===== config.mk =====
export PLATFORM = sky130hd
export DESIGN_NAME = fp_mult_pipe
export DESIGN_NICKNAME = d
export VERILOG_FILES = /design/src/rtl/fp_pkg.sv /design/src/rtl/fp_round_rne.sv /design/src/rtl/fp_mult_pipe.sv
export SDC_FILE = /design/constraint.sdc
export NUM_CORES = 2
export LEC_CHECK = 0
export ABC_AREA = 1
export CAP_MARGIN = 20
export CELL_PAD_IN_SITES_DETAIL_PLACEMENT = 1
export CELL_PAD_IN_SITES_GLOBAL_PLACEMENT = 2
export CORE_MARGIN = 2
export CORE_UTILIZATION = 35
export DETAILED_ROUTE_END_ITERATION = 10
export GPL_TIMING_DRIVEN = 0
export PLACE_DENSITY = 0.79
export SETUP_SLACK_MARGIN = 0.3
export SYNTH_ARGS = -nofsm -noshare
export SYNTH_HDL_FRONTEND = slang
export SYNTH_SLANG_ARGS = --single-unit

===== constraint.sdc =====
create_clock -name clk -period 5.25 [get_ports clk]
set_input_delay 0.7875 -clock clk [delete_from_list [all_inputs] [get_ports clk]]
set_output_delay 0.7875 -clock clk [all_outputs]
set_load 0.02 [all_outputs]

===== src/rtl/fp_pkg.sv =====
// Shared floating-point definitions: operand classes, flag bit positions and
// the canonical quiet NaN pattern for an arbitrary exponent/fraction split.
package fp_pkg;

    typedef enum logic [2:0] {ZERO, NORM, INF, QNAN, SNAN} fp_cls_e;

    localparam int FLG_INV = 3;
    localparam int FLG_OVF = 2;
    localparam int FLG_UNF = 1;
    localparam int FLG_NX  = 0;

    // Returned wide; callers size-cast down to their own word width.
    function automatic logic [127:0] canon_qnan(input int exp_w, input int man_w);
        logic [127:0] v;
        v = ((128'd1 << exp_w) - 128'd1) << man_w;
        v = v | (128'd1 << (man_w - 1));
        return v;
    endfunction

endpackage


===== src/rtl/fp_round_rne.sv =====
// Round-to-nearest-even on a normalised significand with guard/round/sticky.
// A carry-out comes back already renormalised (1.000...), the caller bumps the exponent.
module fp_round_rne #(
    parameter int MAN_W = 23
) (
    input  logic [MAN_W:0] mant_in,
    input  logic           g,
    input  logic           r,
    input  logic           s,
    output logic [MAN_W:0] mant_out,
    output logic           carry,
    output logic           inexact
);

    logic           inc;
    logic [MAN_W+1:0] sum;

    assign inc      = g & (r | s | mant_in[0]);
    assign sum      = {1'b0, mant_in} + {{(MAN_W+1){1'b0}}, inc};
    assign carry    = sum[MAN_W+1];
    assign mant_out = carry ? sum[MAN_W+1:1] : sum[MAN_W:0];
    assign inexact  = g | r | s;

endmodule


===== src/rtl/fp_mult_pipe.sv =====
// Three-stage floating-point multiplier (unpack / normalise / round+pack) with a
// single global stall: every stage holds while the output is valid and not taken.
module fp_mult_pipe
    import fp_pkg::*;
#(
    parameter  int EXP_W = 8,
    parameter  int MAN_W = 23,
    localparam int W     = 1 + EXP_W + MAN_W
) (
    input  logic         clk,
    input  logic         reset,
    input  logic         in_valid,
    output logic         in_ready,
    input  logic [W-1:0] op_a,
    input  logic [W-1:0] op_b,
    output logic         out_valid,
    input  logic         out_ready,
    output logic [W-1:0] result,
    output logic [3:0]   flags
);

    localparam int STAGES = 3;
    localparam int BIAS   = 2**(EXP_W-1) - 1;
    localparam int P      = 2 * (MAN_W + 1);
    localparam int EW     = EXP_W + 2;

    typedef logic signed [EW-1:0] exp_t;

    localparam exp_t         BIAS_X = exp_t'(BIAS);
    localparam exp_t         EMAX   = exp_t'(2**EXP_W - 1);
    localparam logic [W-1:0] QNAN_W = W'(canon_qnan(EXP_W, MAN_W));

    typedef struct packed {
        logic          sign;
        fp_cls_e       ca;
        fp_cls_e       cb;
        exp_t          e;
        logic [P-1:0]  prod;
    } s1_t;

    typedef struct packed {
        logic           sign;
        fp_cls_e        ca;
        fp_cls_e        cb;
        exp_t           e;
        logic [MAN_W:0] mant;
        logic           g;
        logic           r;
        logic           s;
    } s2_t;

    // Subnormal inputs fold into ZERO (denormals-are-zero).
    function automatic fp_cls_e classify(input logic [W-1:0] x);
        logic [EXP_W-1:0] ex;
        logic [MAN_W-1:0] fr;
        ex = x[W-2:MAN_W];
        fr = x[MAN_W-1:0];
        if (ex == '0)
            return ZERO;
        else if (&ex)
            return (fr == '0) ? INF : (fr[MAN_W-1] ? QNAN : SNAN);
        else
            return NORM;
    endfunction

    logic [STAGES:1] vld_pipe;
    logic            advance;
    s1_t             s1_d, s1_q;
    s2_t             s2_d, s2_q;
    logic [P-1:0]    norm;
    logic [MAN_W:0]  mant_r;
    logic            carry, inexact;
    exp_t            e_f;
    logic [W-1:0]    res_d;
    logic [3:0]      flg_d;
    logic            nan_in, snan_in, inf_in, zero_in, inf_zero;
    logic            mant_hi_unused;

    assign advance   = ~out_valid | out_ready;
    assign in_ready  = advance;
    assign out_valid = vld_pipe[STAGES];

    always_comb begin
        s1_d.sign = op_a[W-1] ^ op_b[W-1];
        s1_d.ca   = classify(op_a);
        s1_d.cb   = classify(op_b);
        s1_d.e    = exp_t'({2'b00, op_a[W-2:MAN_W]}) + exp_t'({2'b00, op_b[W-2:MAN_W]}) - BIAS_X;
        s1_d.prod = P'({1'b1, op_a[MAN_W-1:0]}) * P'({1'b1, op_b[MAN_W-1:0]});
    end

    // Product lies in [1,4); a set MSB means it needs one right shift.
    always_comb begin
        norm      = s1_q.prod[P-1] ? s1_q.prod : (s1_q.prod << 1);
        s2_d.sign = s1_q.sign;
        s2_d.ca   = s1_q.ca;
        s2_d.cb   = s1_q.cb;
        s2_d.e    = s1_q.e + exp_t'(s1_q.prod[P-1]);
        s2_d.mant = norm[P-1:MAN_W+1];
        s2_d.g    = norm[MAN_W];
        s2_d.r    = norm[MAN_W-1];
        s2_d.s    = |norm[MAN_W-2:0];
    end

    fp_round_rne #(.MAN_W(MAN_W)) u_rne (
        .mant_in  (s2_q.mant),
        .g        (s2_q.g),
        .r        (s2_q.r),
        .s        (s2_q.s),
        .mant_out (mant_r),
        .carry    (carry),
        .inexact  (inexact)
    );

    // Leading one is implicit in the packed format.
    assign mant_hi_unused = mant_r[MAN_W];
    assign e_f            = s2_q.e + exp_t'(carry);

    always_comb begin
        nan_in   = (s2_q.ca inside {QNAN, SNAN}) | (s2_q.cb inside {QNAN, SNAN});
        snan_in  = (s2_q.ca == SNAN) | (s2_q.cb == SNAN);
        inf_in   = (s2_q.ca == INF) | (s2_q.cb == INF);
        zero_in  = (s2_q.ca == ZERO) | (s2_q.cb == ZERO);
        inf_zero = inf_in & zero_in;
        res_d    = '0;
        flg_d    = '0;
        if (nan_in | inf_zero) begin
            res_d          = QNAN_W;
            flg_d[FLG_INV] = inf_zero | snan_in;
        end else if (inf_in) begin
            res_d = {s2_q.sign, {EXP_W{1'b1}}, {MAN_W{1'b0}}};
        end else if (zero_in) begin
            res_d = {s2_q.sign, {(W-1){1'b0}}};
        end else if (e_f >= EMAX) begin
            res_d          = {s2_q.sign, {EXP_W{1'b1}}, {MAN_W{1'b0}}};
            flg_d[FLG_OVF] = 1'b1;
            flg_d[FLG_NX]  = 1'b1;
        end else if (e_f[EW-1] || e_f == '0) begin
            res_d          = {s2_q.sign, {(W-1){1'b0}}};
            flg_d[FLG_UNF] = 1'b1;
            flg_d[FLG_NX]  = 1'b1;
        end else begin
            res_d         = {s2_q.sign, e_f[EXP_W-1:0], mant_r[MAN_W-1:0]};
            flg_d[FLG_NX] = inexact;
        end
    end

    always_ff @(posedge clk or posedge reset) begin
        if (reset) begin
            vld_pipe <= '0;
            s1_q     <= '0;
            s2_q     <= '0;
            result   <= '0;
            flags    <= '0;
        end else if (advance) begin
            vld_pipe <= {vld_pipe[STAGES-1:1], in_valid};
            s1_q     <= s1_d;
            s2_q     <= s2_d;
            result   <= res_d;
            flags    <= flg_d;
        end
    end

endmodule

==> reports/qor.yml <==
fp.dieArea_mm2: 0.0813
root_buffer: "clkbuf_16"
fin_crit_sh: 1.18
cts_tree: "built"
final_cell_mix: "inv_1, nand2_1, fa_1, ha_1, dfrtp_1"
status: "finished with violations"
worst_setup_path_end_kind: "flop"
die_h_um: 285
cp_max_fo: 5
synthTopCellsByArea: "fa_1, inv_1, dfrtp_1"
route.detailed.drc: 0
postSynthAreaPerCell_um2: 7.52
via_per_inst: 4.98
cts_made_buffers: 17
drtPass1Iterations: 5
slowest_delay_ns: 0.59
synth-edff-count: 0
wl_per_cell_um: 22.0
htree_levels: 4
grt_first_pass_wirelength_mm: 170
place_congestion: 0.913
syn_nets: 4419
hold_path.class: "flop to flop"
syn_area_mm2: 0.0276
start_util: 0.352
synthArstFlopShare: 1.00
fin_ws_ns: -0.957
drive_above_1_share: 0.202
holdPathStages: 2
multi_input_area_mm2: 0.0218
critPathKind: "input pin to flop"
violations: "setup timing"
clock_sinks: 148
ys_warn_count: 0
yosys_register_bits: 148
nNetsFinal: 4714
area_delta_synth_final_pct: 32.3
ant_nets: 0
clkTransAtPathRegs_ns: 0.06
synth.distinct_cells: 48
maxCapViolCount: 0
setup_violations: 39
grt_setup_unrepaired: "true"
final_common_cell: "inv_1"
synth_top_cell_by_area: "fa_1"
coreArea_mm2: 0.0786
grt_pass1_vias: 27700
slew_headroom: 0.236
final_max_slew_viol_count: 0
cts.path.max_buffers: 2
grt_max_degree: 112
antenna_found_initial: 1
whs_ns: 0.470
gr-usage-all-layers: 0.279
hold_viol: 0
arrival_ns: 6.50
fin_skew_ns: 0.0154
clock_latency_ns: 0.44
num_rows: 103
synth_flop_cell: "dfrtp_1"
fin_crit_ns: 6.21
cp_common_cell: "fa_1"
syn-instance-count: 3675
tightest_slew_ns: 1.15
cp_slowest_cell: "fa_1"
overflow: 0
ff2ff_path_depth: 24
die-width_um: 285
yosysSeqAreaShare: 0.134
seq_area_mm2: 0.00370
nFillCells: 9339
route.final.wire_length_mm: 111
io_buffers: 99
routed-via-count: 25100
synth_top_area_share: 0.350
max_freq_ghz: 0.161
dp_hpwl_mm: 88.0
drtIter0Drc: 1426
ios: 106
fin_tns_setup_ns: -27.89
crit_required_ns: 5.54
startpoint_type: "input pin"
==> cell type report <==
class	count	area share
clock inverter	8	0.00212
clock buffer	23	0.0131
timing repair buffer	276	0.0821
inverter	1030	0.106
multi-input combinational	2362	0.595
antenna	3	0.000205
sequential	148	0.101
buffer	135	0.0643
tap	1050	0.0359
==> cells in the mapped netlist, drive strengths merged, types with 6 or more instances <==
| library cell | number |
|---|---|
| nand3b | 10 |
| o211ai | 19 |
| inv | 1030 |
| nand4 | 40 |
| nor3 | 21 |
| a31oi | 6 |
| nor4 | 15 |
| xnor2 | 8 |
| xor2 | 21 |
| clkbuf | 130 |
| a21oi | 83 |
| nor2 | 152 |
| nand2 | 988 |
| dfrtp | 148 |
| fa | 483 |
| nand3 | 128 |
| o21ai | 150 |
| ha | 193 |
| o21a | 9 |
| o21bai | 7 |
==> flip-flops by register name (all words and copies together) (netlist names) <==
signal,count
vld_pipe,3
s2_q,44
s1_q,65
flags,4
result,32
==> critical path, delay by kind of cell <==
family / cells / cell delay [ns]
AO/OA/AOI/OAI: 1 / 0.09
adder cells (fa/ha/maj): 8 / 3.91
buffers and inverters: 7 / 0.67
AND/OR/NAND/NOR: 9 / 1.00
==> routing by layer <==
metal,wire length [µm],vias to the layer above,share of wire,track usage
met2,52200,536,0.47,0.468
li1,-,11400,-,-
met1,49600,13100,0.45,0.378
met4,3080,0,0.028,0.0685
met5,0,-,0,0
met3,5860,137,0.053,0.0431
==> per-stage QoR <==
stage          setup slack (ns)   util  std cells  cell area (µm²)
4_1_cts                  -0.875  0.454       4988            35700
3_3_place_gp              -2.96  0.391       4824            30800
3_5_place_dp              -3.04  0.392       4825            30800
5_1_grt                   -1.07  0.465       5033            36600
2_1_floorplan            -0.751      -       3675            28400
6_report                 -0.957  0.465       5035            36600
==> path summary, 6_finish.rpt <==
check	start	endpoint	slack (ns)
setup / recovery	op_a[8]	s1_q[43]	-0.96
hold / removal	vld_pipe[2]	vld_pipe[3]	0.47
setup reg to reg	s2_q[3]	result[14]	1.31
hold reg to reg	vld_pipe[2]	vld_pipe[3]	0.47
max in group asynchronous	reset	s2_q[6]	3.63
min in group asynchronous	reset	result[28]	0.73
==> logic make-up after synthesis <==
logic type,Yosys count,share of synthesized area
adder cells (fa/ha/maj),676,0.437
buffers and inverters,1165,0.159
XOR/XNOR,29,0.00919
flip-flops,148,0.134
AO/OA/AOI/OAI,296,0.0595
AND/OR/NAND/NOR,1361,0.202
==> repair_timing <==
item | in CTS | in global routing
cloned | 6 | 0
buffers inserted | 126 | 44
hold buffers | 0 | 0
resized for setup | 953 | 171
pin swaps | 174 | 131
setup endpoints to repair | 42 | 40
Power is not shown: default switching activity piles up to over one toggle a cycle in this logic, so the estimate is an artifact.
